===== src/rtl/spi_xfer_sequencer_if.sv =====
// Command and spi_master-facing signal bundle for spi_xfer_sequencer.
// The master modport is the requester/SPI-engine side; the slave modport is the sequencer.
interface spi_xfer_sequencer_if #(
  parameter int MAX_BYTES = 4
);
  logic                     req;
  logic [2:0]               len;
  logic [8*MAX_BYTES-1:0]   tx_word;
  logic                     mlb_in;
  logic [1:0]               cdiv_in;
  logic                     ack;
  logic                     busy;
  logic                     xfer_done;
  logic                     err;
  logic [8*MAX_BYTES-1:0]   rx_word;
  logic                     frame;
  logic                     m_start;
  logic [7:0]               m_tdat;
  logic                     m_mlb;
  logic [1:0]               m_cdiv;
  logic                     m_done;
  logic [7:0]               m_rdata;

  modport master (
    output req, len, tx_word, mlb_in, cdiv_in, m_done, m_rdata,
    input  ack, busy, xfer_done, err, rx_word, frame, m_start, m_tdat, m_mlb, m_cdiv
  );

  modport slave (
    input  req, len, tx_word, mlb_in, cdiv_in, m_done, m_rdata,
    output ack, busy, xfer_done, err, rx_word, frame, m_start, m_tdat, m_mlb, m_cdiv
  );
endinterface


===== src/rtl/spi_xfer_sequencer.sv =====
// Splits one packed multi-byte request into per-byte spi_master transfers,
// collecting received bytes into rx_word and flagging reject/timeout via err.
module spi_xfer_sequencer #(
  parameter int MAX_BYTES  = 4,
  parameter int START_LEN  = 2,
  parameter int GAP_CYCLES = 3,
  parameter int TIMEOUT    = 1023
) (
  input logic                 clk,
  input logic                 rst,
  spi_xfer_sequencer_if.slave bus
);
  localparam int W  = 8 * MAX_BYTES;
  localparam int CW = $clog2(TIMEOUT + 1);

  typedef enum logic [2:0] {S_IDLE, S_START, S_WAIT, S_GAP, S_FINISH} state_t;

  state_t        state_q, state_d;
  logic [W-1:0]  tx_q, tx_d;
  logic [W-1:0]  rx_q, rx_d;
  logic [2:0]    rem_q, rem_d;
  logic [CW-1:0] cnt_q, cnt_d;
  logic          done_q;
  logic          ack_q, ack_d;
  logic          busy_q, busy_d;
  logic          xdone_q, xdone_d;
  logic          err_q, err_d;
  logic          frame_q, frame_d;
  logic          start_q, start_d;
  logic [7:0]    tdat_q, tdat_d;
  logic          mlb_q, mlb_d;
  logic [1:0]    cdiv_q, cdiv_d;

  logic          done_rise;
  logic          len_ok;
  logic [7:0]    first_byte;
  logic [7:0]    next_byte;

  assign done_rise = bus.m_done & ~done_q;
  assign len_ok    = (bus.len != 3'd0) && (32'(bus.len) <= 32'(MAX_BYTES));

  // First byte is tx_word byte len-1; later bytes are byte rem-1 after each decrement.
  always_comb begin
    first_byte = '0;
    next_byte  = '0;
    for (int unsigned i = 0; i < MAX_BYTES; i++) begin
      if (32'(bus.len) == i + 1) first_byte = bus.tx_word[8*i +: 8];
      if (32'(rem_q) == i + 1)   next_byte  = tx_q[8*i +: 8];
    end
  end

  always_comb begin
    state_d = state_q;
    tx_d    = tx_q;
    rx_d    = rx_q;
    rem_d   = rem_q;
    cnt_d   = cnt_q;
    ack_d   = 1'b0;
    xdone_d = 1'b0;
    busy_d  = busy_q;
    err_d   = err_q;
    frame_d = frame_q;
    start_d = start_q;
    tdat_d  = tdat_q;
    mlb_d   = mlb_q;
    cdiv_d  = cdiv_q;

    unique case (state_q)
      S_IDLE: begin
        if (bus.req) begin
          ack_d = 1'b1;
          if (len_ok) begin
            tx_d    = bus.tx_word;
            rem_d   = bus.len;
            mlb_d   = bus.mlb_in;
            cdiv_d  = bus.cdiv_in;
            rx_d    = '0;
            err_d   = 1'b0;
            busy_d  = 1'b1;
            frame_d = 1'b1;
            start_d = 1'b1;
            tdat_d  = first_byte;
            cnt_d   = '0;
            state_d = S_START;
          end else begin
            xdone_d = 1'b1;
            err_d   = 1'b1;
            rx_d    = '0;
          end
        end
      end
      S_START: begin
        if (cnt_q == CW'(START_LEN - 1)) begin
          start_d = 1'b0;
          cnt_d   = '0;
          state_d = S_WAIT;
        end else begin
          cnt_d = cnt_q + CW'(1);
        end
      end
      S_WAIT: begin
        if (done_rise) begin
          rx_d  = (rx_q << 8) | W'(bus.m_rdata);
          rem_d = rem_q - 3'd1;
          cnt_d = '0;
          if (rem_q == 3'd1) begin
            xdone_d = 1'b1;
            busy_d  = 1'b0;
            frame_d = 1'b0;
            state_d = S_FINISH;
          end else begin
            state_d = S_GAP;
          end
        end else if (cnt_q == CW'(TIMEOUT - 1)) begin
          err_d   = 1'b1;
          xdone_d = 1'b1;
          busy_d  = 1'b0;
          frame_d = 1'b0;
          cnt_d   = '0;
          state_d = S_FINISH;
        end else begin
          cnt_d = cnt_q + CW'(1);
        end
      end
      S_GAP: begin
        if (cnt_q == CW'(GAP_CYCLES - 1)) begin
          tdat_d  = next_byte;
          start_d = 1'b1;
          cnt_d   = '0;
          state_d = S_START;
        end else begin
          cnt_d = cnt_q + CW'(1);
        end
      end
      S_FINISH: state_d = S_IDLE;
      default:  state_d = S_IDLE;
    endcase
  end

  always_ff @(posedge clk) begin
    if (rst) begin
      state_q <= S_IDLE;
      tx_q    <= '0;
      rx_q    <= '0;
      rem_q   <= '0;
      cnt_q   <= '0;
      done_q  <= 1'b0;
      ack_q   <= 1'b0;
      busy_q  <= 1'b0;
      xdone_q <= 1'b0;
      err_q   <= 1'b0;
      frame_q <= 1'b0;
      start_q <= 1'b0;
      tdat_q  <= '0;
      mlb_q   <= 1'b0;
      cdiv_q  <= '0;
    end else begin
      state_q <= state_d;
      tx_q    <= tx_d;
      rx_q    <= rx_d;
      rem_q   <= rem_d;
      cnt_q   <= cnt_d;
      done_q  <= bus.m_done;
      ack_q   <= ack_d;
      busy_q  <= busy_d;
      xdone_q <= xdone_d;
      err_q   <= err_d;
      frame_q <= frame_d;
      start_q <= start_d;
      tdat_q  <= tdat_d;
      mlb_q   <= mlb_d;
      cdiv_q  <= cdiv_d;
    end
  end

  assign bus.ack       = ack_q;
  assign bus.busy      = busy_q;
  assign bus.xfer_done = xdone_q;
  assign bus.err       = err_q;
  assign bus.rx_word   = rx_q;
  assign bus.frame     = frame_q;
  assign bus.m_start   = start_q;
  assign bus.m_tdat    = tdat_q;
  assign bus.m_mlb     = mlb_q;
  assign bus.m_cdiv    = cdiv_q;
endmodule


===== src/flat_wrapper.sv =====
// flat-port wrapper written by rule: the top's interface ports become plain ports
module spi_xfer_sequencer_flat 
#(
  parameter int MAX_BYTES  = 4,
  parameter int START_LEN  = 2,
  parameter int GAP_CYCLES = 3,
  parameter int TIMEOUT    = 1023
)
  (clk, rst, bus_req, bus_len, bus_tx_word, bus_mlb_in, bus_cdiv_in, bus_m_done, bus_m_rdata, bus_ack, bus_busy, bus_xfer_done, bus_err, bus_rx_word, bus_frame, bus_m_start, bus_m_tdat, bus_m_mlb, bus_m_cdiv);
  spi_xfer_sequencer_if #(.MAX_BYTES(MAX_BYTES)) bus_i ();
  input logic clk;
  input logic rst;
  input wire logic [$bits(bus_i.req)-1:0] bus_req;
  input wire logic [$bits(bus_i.len)-1:0] bus_len;
  input wire logic [$bits(bus_i.tx_word)-1:0] bus_tx_word;
  input wire logic [$bits(bus_i.mlb_in)-1:0] bus_mlb_in;
  input wire logic [$bits(bus_i.cdiv_in)-1:0] bus_cdiv_in;
  input wire logic [$bits(bus_i.m_done)-1:0] bus_m_done;
  input wire logic [$bits(bus_i.m_rdata)-1:0] bus_m_rdata;
  output wire logic [$bits(bus_i.ack)-1:0] bus_ack;
  output wire logic [$bits(bus_i.busy)-1:0] bus_busy;
  output wire logic [$bits(bus_i.xfer_done)-1:0] bus_xfer_done;
  output wire logic [$bits(bus_i.err)-1:0] bus_err;
  output wire logic [$bits(bus_i.rx_word)-1:0] bus_rx_word;
  output wire logic [$bits(bus_i.frame)-1:0] bus_frame;
  output wire logic [$bits(bus_i.m_start)-1:0] bus_m_start;
  output wire logic [$bits(bus_i.m_tdat)-1:0] bus_m_tdat;
  output wire logic [$bits(bus_i.m_mlb)-1:0] bus_m_mlb;
  output wire logic [$bits(bus_i.m_cdiv)-1:0] bus_m_cdiv;
  assign bus_i.req = bus_req;
  assign bus_i.len = bus_len;
  assign bus_i.tx_word = bus_tx_word;
  assign bus_i.mlb_in = bus_mlb_in;
  assign bus_i.cdiv_in = bus_cdiv_in;
  assign bus_i.m_done = bus_m_done;
  assign bus_i.m_rdata = bus_m_rdata;
  assign bus_ack = bus_i.ack;
  assign bus_busy = bus_i.busy;
  assign bus_xfer_done = bus_i.xfer_done;
  assign bus_err = bus_i.err;
  assign bus_rx_word = bus_i.rx_word;
  assign bus_frame = bus_i.frame;
  assign bus_m_start = bus_i.m_start;
  assign bus_m_tdat = bus_i.m_tdat;
  assign bus_m_mlb = bus_i.m_mlb;
  assign bus_m_cdiv = bus_i.m_cdiv;
  spi_xfer_sequencer #(.MAX_BYTES(MAX_BYTES), .START_LEN(START_LEN), .GAP_CYCLES(GAP_CYCLES), .TIMEOUT(TIMEOUT)) u_core (.clk(clk), .rst(rst), .bus(bus_i));
endmodule

===== config.mk =====
export PLATFORM = sky130hd
export DESIGN_NAME = spi_xfer_sequencer_flat
export DESIGN_NICKNAME = d
export VERILOG_FILES = /design/src/rtl/spi_xfer_sequencer_if.sv /design/src/rtl/spi_xfer_sequencer.sv /design/src/flat_wrapper.sv
export SDC_FILE = /design/constraint.sdc
export NUM_CORES = 1
export LEC_CHECK = 0
export CORE_UTILIZATION = 40
export CTS_CLUSTER_SIZE = 24
export DETAILED_ROUTE_END_ITERATION = 12
export PLACE_DENSITY = 0.65
export SLEW_MARGIN = 25
export SYNTH_ARGS = -nofsm -noshare
export SYNTH_HDL_FRONTEND = slang
export SYNTH_SLANG_ARGS = --single-unit
export TNS_END_PERCENT = 30

===== constraint.sdc =====
create_clock -name clk -period 4.2 [get_ports clk]
set_input_delay 0.84 -clock clk [delete_from_list [all_inputs] [get_ports clk]]
set_output_delay 0.84 -clock clk [all_outputs]
set_load 0.005 [all_outputs]

**Word level (Yosys, flattened, before mapping)**

Index checks and enable logic that the tools add are counted.

- Add/sub/neg operators: 2
- Bitwise operators: 4
- Magnitude comparators: 1
- Equality and inequality tests: 23
- Muxes and demuxes: 54
- Reductions and logical operators: 17

Operator list:

| kind | number |
|---|---|
| 2-to-1 mux 8 bit | 11 |
| 2-to-1 mux 32 bit | 2 |
| case mux 32 bit (2 select lines) | 1 |
| 2-to-1 mux 10 bit | 6 |
| case mux 10 bit (4 select lines) | 1 |
| OR 32 x 8 -> 32 bit | 1 |
| 2-to-1 mux 3 bit | 10 |
| == test 3 x 2 -> 1 bit (second input constant) | 6 |
| 2-to-1 mux 1 bit | 16 |
| case mux 8 bit (2 select lines) | 1 |
| AND reduction 5 bit | 3 |
| case mux 3 bit (4 select lines) | 1 |
| AND reduction 4 bit | 3 |
| adder 10 x 1 -> 10 bit (second input constant) | 1 |
| == test 10 x 1 -> 1 bit (second input constant) | 1 |
| == test 10 bit (second input constant) | 1 |
| == test 10 x 2 -> 1 bit (second input constant) | 1 |
| inequality test 2 x 1 -> 1 bit (second input constant) | 5 |
| == test 3 x 1 -> 1 bit (second input constant) | 3 |
| AND reduction 3 bit | 3 |
| == test 3 bit (second input constant) | 2 |
| case mux 1 bit (2 select lines) | 3 |
| case mux 3 bit (2 select lines) | 1 |
| nonzero test 3 bit | 2 |
| other kinds (13) | 16 |

- Bits of input ports: 50
- Word-level logic and storage cells: 115
- Flip-flop bits (word level): 97
- Output and inout bits: 49

**Logic depth before layout (Yosys ltp)**

- Depth after elaboration: 8
- Mapped depth: 9
- Gate-level depth less buffers: 7

**Least setup slack after synthesis**

OpenSTA, ideal clock, no wires.

- Path type: input port to flip-flop
- Start point: input bus_len[0]
- End point: register u_core.cnt_q[8]
- Arrival time: 2552 ps
- Slack: 1531 ps
- Stages: 9
- Required time: 4082 ps
- Library setup time: 118 ps
- Buffers on the path: 2
- Path through: clkbuf_1 -> nor2_1 -> ha_1 -> nand2b_1 -> a21o_1 -> clkbuf_1 -> nor4_1 -> xnor2_1 -> nor2_1

- Word-level cells in the longest chain between the ends: 4
- Elaborated cells on any way between the ends: 5
- Classes of those cells: 1 x order compare; 1 x eq/ne; 3 x reduce/logical

Ends and longest elaborated chain:

| element | line | text |
|---|---|---|
| start: declaration | flat_wrapper.sv:14 | `input wire logic [$bits(bus_i.len)-1:0] bus_len;` |
| less-or-equal comparator 3 bit / nonzero test 3 bit (equally long branches) | spi_xfer_sequencer.sv:40 | `assign len_ok = (bus.len != 3'd0) && (32'(bus.len) <= 32'(MAX_BYTES));` |
| logical AND 1 bit (*) | spi_xfer_sequencer.sv:40 |  |
| inequality test 2 x 1 -> 1 bit (no source line) (*) | -- |  |
| AND reduction 3 bit (no source line) (*) | -- |  |
| end signal: assignment | spi_xfer_sequencer.sv:162 | `cnt_q <= cnt_d;` |
| end: declaration | spi_xfer_sequencer.sv:22 | `logic [CW-1:0] cnt_q, cnt_d;` |

Every way passes the cells marked *; elsewhere a longest branch is shown, timed or not.
A chain may end at the register's enable or synchronous reset.

**Final worst setup path**

- Start point: input bus_len[1]
- End point: register u_core.start_q, in the netlist u_core.bus.m_start

- Word-level cells in the longest chain between the ends: 4
- Elaborated cells on any way between the ends: 5
- Classes of those cells: 1 x order compare; 1 x eq/ne; 3 x reduce/logical

Ends and longest elaborated chain:

| element | line | text |
|---|---|---|
| less-or-equal comparator 3 bit / nonzero test 3 bit (equally long branches) | spi_xfer_sequencer.sv:40 |  |
| logical AND 1 bit (*) | spi_xfer_sequencer.sv:40 |  |
| inequality test 2 x 1 -> 1 bit (no source line) (*) | -- |  |
| AND reduction 5 bit (no source line) (*) | -- |  |
| end signal: assignment | spi_xfer_sequencer.sv:169 | `start_q <= start_d;` |
| end: declaration | spi_xfer_sequencer.sv:29 | `logic start_q, start_d;` |

Marked as above.

==> run_results.csv <==
group,metric,value,unit
outcome,status,"completed",
sta,setup_tns,0,ns
global_route,grtUsageTotal,21.09,%
die,start_util,41.10,%
clock_tree,cts_hold_buf,0,
sta,finClkSkew,0.01622,ns
finish,design_area,5705,sq um
sta,max_slew_margin,41.19,%
finish,multiInputGateArea,2273,sq um
setup_path,critPathBufInv,1,
die,die_h,107.5,um
logic_synthesis,syn_inst,566,
die,placeableCoreArea,10840,sq um
setup_path,critPathMaxStageDelay,0.71,ns
hold_path,worstHoldStart,"u_core.bus.rx_word[25]$_SDFFE_PP0P_",
routing,first_iter_violations,156,
logic_synthesis,yosys_warnings,0,
sta,slew_violations,0,
clock_tree,clk_path_buf_depth,2,
setup_path,crit_top_cell,"nor2_1",
logic_synthesis,ys_async_sr_fraction,0,%
sta,fmax,354.8,MHz
finish,drive_gt1_share,8.112,%
setup_path,timing.rr.start,"u_core.cnt_q[0]$_SDFFE_PP0P_",
placed_design,place_area,5478,sq um
finish,layout.nets,695,
routing,vias_per_cell,5.387,
placed_design,place_congestion,0.9177,
finish,nFillCells,1047,
clock_tree,cts-resized-gates,0,
placed_design,io_buffers,98,
finish,utilization,52.63,%
routing,vias,4207,
clock_tree,postCtsSetupRepairBufs,0,
die,die_area,11560,sq um
logic_synthesis,synth_top_area_share,43.58,%
logic_synthesis,synth_area,4456,sq um
setup_path,critPathLaunch,"bus_len[1]",
global_route,grt_pass1_vias,3998,
finish,seq_area,1942,sq um
clock_tree,clk_pin_slew,0.10,ns
setup_path,crit_required,4.46,ns
logic_synthesis,yosysSeqAreaShare,43.58,%
clock_tree,cts_root_buf,"clkbuf_8",
routing,drc,0,
setup_path,cp.arrival,3.08,ns
logic_synthesis,ys_types,45,
clock_tree,cts_tree,"built",
sta,finalCriticalPeriod,2.818,ns
global_route,grt_max_degree,82,
power,powerDensity,447.0,nW/um^2
sta,hold_slack,0.4580,ns
sta,rsz0062_at_grt,"false",
routing,wl_per_cell,15.54,um
die,ioPinCount,99,
setup_path,cp_max_fo,11,
clock_tree,clock-sinks,97,
sta,setup_viol,0,
power,leakage,1.899,nW
placed_design,hpwl,8423,um
finish,area_growth,28.05,%
global_route,grt_pass1_wl,19250,um
finish,antenna_cells,0,
setup_path,endpoint_kind,"flip-flop",
finish,instances_no_fill,781,
global_route,antenna_found_initial,0,
power,vdd_ir_drop_max,0.2537,mV
setup_path,crit_chain,"clkdlybuf4s50_1, nor2_1, ha_1, nand2b_1, a21o_1, nor2_1, o21ai_0, a221oi_1",
routing,wl,12140,um
clock_tree,htreeDepth,3,
setup_path,slowest_stage,"clkdlybuf4s50_1",
logic_synthesis,synth_edf_count,0,
logic_synthesis,synthesis.nets,625,
sta,finalCritPeriodShare,67.11,%
hold_path,hold_class,"reg -> reg",
logic_synthesis,syn_area_per_cell,7.872,sq um
die,die_w,107.5,um
logic_synthesis,ys_ff_latch,97,
clock_tree,clock_latency,0.37,ns
flow_run,cap_viol_max_count,0,
setup_path,path_delay_family,"buffers and inverters",
setup_path,crit_type,"in -> reg",
die,rows,38,
global_route,overflow,0,
clock_tree,cts_inserted_buffers,9,
placed_design,dp_cells,765,
setup_path,cp-start-kind,"primary input",
logic_synthesis,synth_ff_type,"dfxtp_1",
logic_synthesis,synth_area_leaders,"dfxtp_1 44%, a21oi_1 10%, nand2_1 10%, nand3_1 4.0%, clkbuf_1 2.7%",
logic_synthesis,synth_top_cell_by_area,"dfxtp_1",
routing,ant_nets,0,
sta,worst_slew_pin_slew,0.8822,ns
sta,hold_viol,0,
routing,firstDrtPassIters,5,
[per-stage QoR]
step           worst slack, ns  power [mW]
3_5_place_dp             1.033       1.907
6_report                 1.382       2.550
4_1_cts                  1.430       2.564
5_1_grt                  1.304       2.707
3_3_place_gp             1.104       1.888
2_1_floorplan            1.531       1.631
[worst paths after layout]
path	cells after the start	slack (ns)	endpoint
min	2	0.46	u_core.bus.rx_word[25]$_SDFFE_PP0P_
max	8	1.38	u_core.bus.m_start$_SDFFE_PP0P_
min reg2reg	2	0.46	u_core.bus.rx_word[25]$_SDFFE_PP0P_
max reg2reg	7	1.86	u_core.bus.xfer_done$_SDFF_PP0_
[cell usage after synthesis, types with 2 or more instances]
| cell | number |
|---|---|
| a211oi_1 | 3 |
| a21o_1 | 3 |
| a21oi_1 | 91 |
| a221oi_1 | 10 |
| a31oi_1 | 3 |
| a32oi_1 | 8 |
| buf_1 | 2 |
| buf_2 | 10 |
| buf_4 | 2 |
| clkbuf_1 | 32 |
| dfxtp_1 | 97 |
| ha_1 | 9 |
| inv_1 | 18 |
| mux2_2 | 9 |
| nand2_1 | 119 |
| nand2b_1 | 4 |
| nand3_1 | 36 |
| nand3b_1 | 2 |
| nand4_1 | 3 |
| nor2_1 | 26 |
| nor2b_1 | 11 |
| nor3_1 | 13 |
| nor4_1 | 3 |
| o21ai_0 | 10 |
| o21ai_1 | 9 |
| o221a_2 | 8 |
| o31ai_1 | 2 |
| xnor2_1 | 5 |
| xor2_1 | 2 |
[final cells by class]
type                            instances  share of cell area [%]
Timing Repair Buffer                  105                   18.03
Sequential cell                        97                   34.04
Clock inverter                          7                   1.667
Clock buffer                            9                   2.171
Tap cell                              140                   3.070
Inverter                               18                   1.184
Multi-Input combinational cell        405                   39.85
[per-layer routing]
layer / vias to the layer above / track usage [%] / share of wire (%)
met5: - / 0 / 0
met2: 115 / 35.35 / 47
li1: 2100 / - / -
met4: 0 / 6.262 / 1.4
met1: 1977 / 27.34 / 46
met3: 15 / 4.056 / 5.7
[cell usage in the layout, fill, tap and decap left out, types with 2 or more instances in the layout]
cell / synthesis / layout
inv_1: 18 / 18
a221oi_1: 10 / 10
nor2b_1: 11 / 11
buf_4: 2 / 7
nand2b_1: 4 / 4
clkdlybuf4s50_1: 0 / 97
xor2_1: 2 / 2
a21oi_1: 91 / 91
nand2_1: 119 / 119
a211oi_1: 3 / 3
a21o_1: 3 / 3
xnor2_1: 5 / 5
mux2_2: 9 / 9
o21ai_0: 10 / 10
o31ai_1: 2 / 2
nor2_2: 1 / 2
o221a_2: 8 / 8
inv_6: 0 / 2
clkbuf_8: 0 / 9
nor3_1: 13 / 12
nand3_1: 36 / 36
nand3b_1: 2 / 2
nor2_1: 26 / 25
nor4_1: 3 / 3
o21ai_1: 9 / 8
ha_1: 9 / 9
dfxtp_1: 97 / 97
nand4_1: 3 / 3
a32oi_1: 8 / 8
a31oi_1: 3 / 3
inv_8: 0 / 2
[logic make-up (layout without fill, tap and decap cells)]
group	Yosys count	in the layout	synth area share (%)
AOI/OAI and AO/OA	154	154	21.71
muxes	9	9	2.275
buffers and inverters	64	139	5.841
DFF	97	97	43.58
and+or+nand+nor	226	226	22.69
xor gates and xnor gates	7	7	1.376
adders and majority gates	9	9	2.527
[registers in the layout, indices dropped and copies added (netlist names), 2 cells and up]
| name | count |
|---|---|
| u_core.bus.m_cdiv | 2 |
| u_core.bus.rx_word | 32 |
| u_core.bus.m_tdat | 8 |
| u_core.cnt_q | 10 |
| u_core.rem_q | 3 |
| u_core.tx_q | 32 |
| u_core.state_q | 3 |
[power by group]
group / leakage (nW) / total (mW) / internal (mW) / switching (mW)
registers: 0.788 / 1.10 / 1.02 / 0.0868
clock network: 0.111 / 0.660 / 0.294 / 0.366
logic: 0.999 / 0.787 / 0.313 / 0.474
[worst register-to-register path: stages, from the launching register on]
cell and delay (ns):
dfxtp_1 0.36, inv_1 0.10, ha_1 0.17, inv_1 0.09, or4_4 0.57, a21o_4 0.27, or3_4 0.39, a2111oi_4 0.30
No activity file was read; power rests on OpenSTA's default activity.
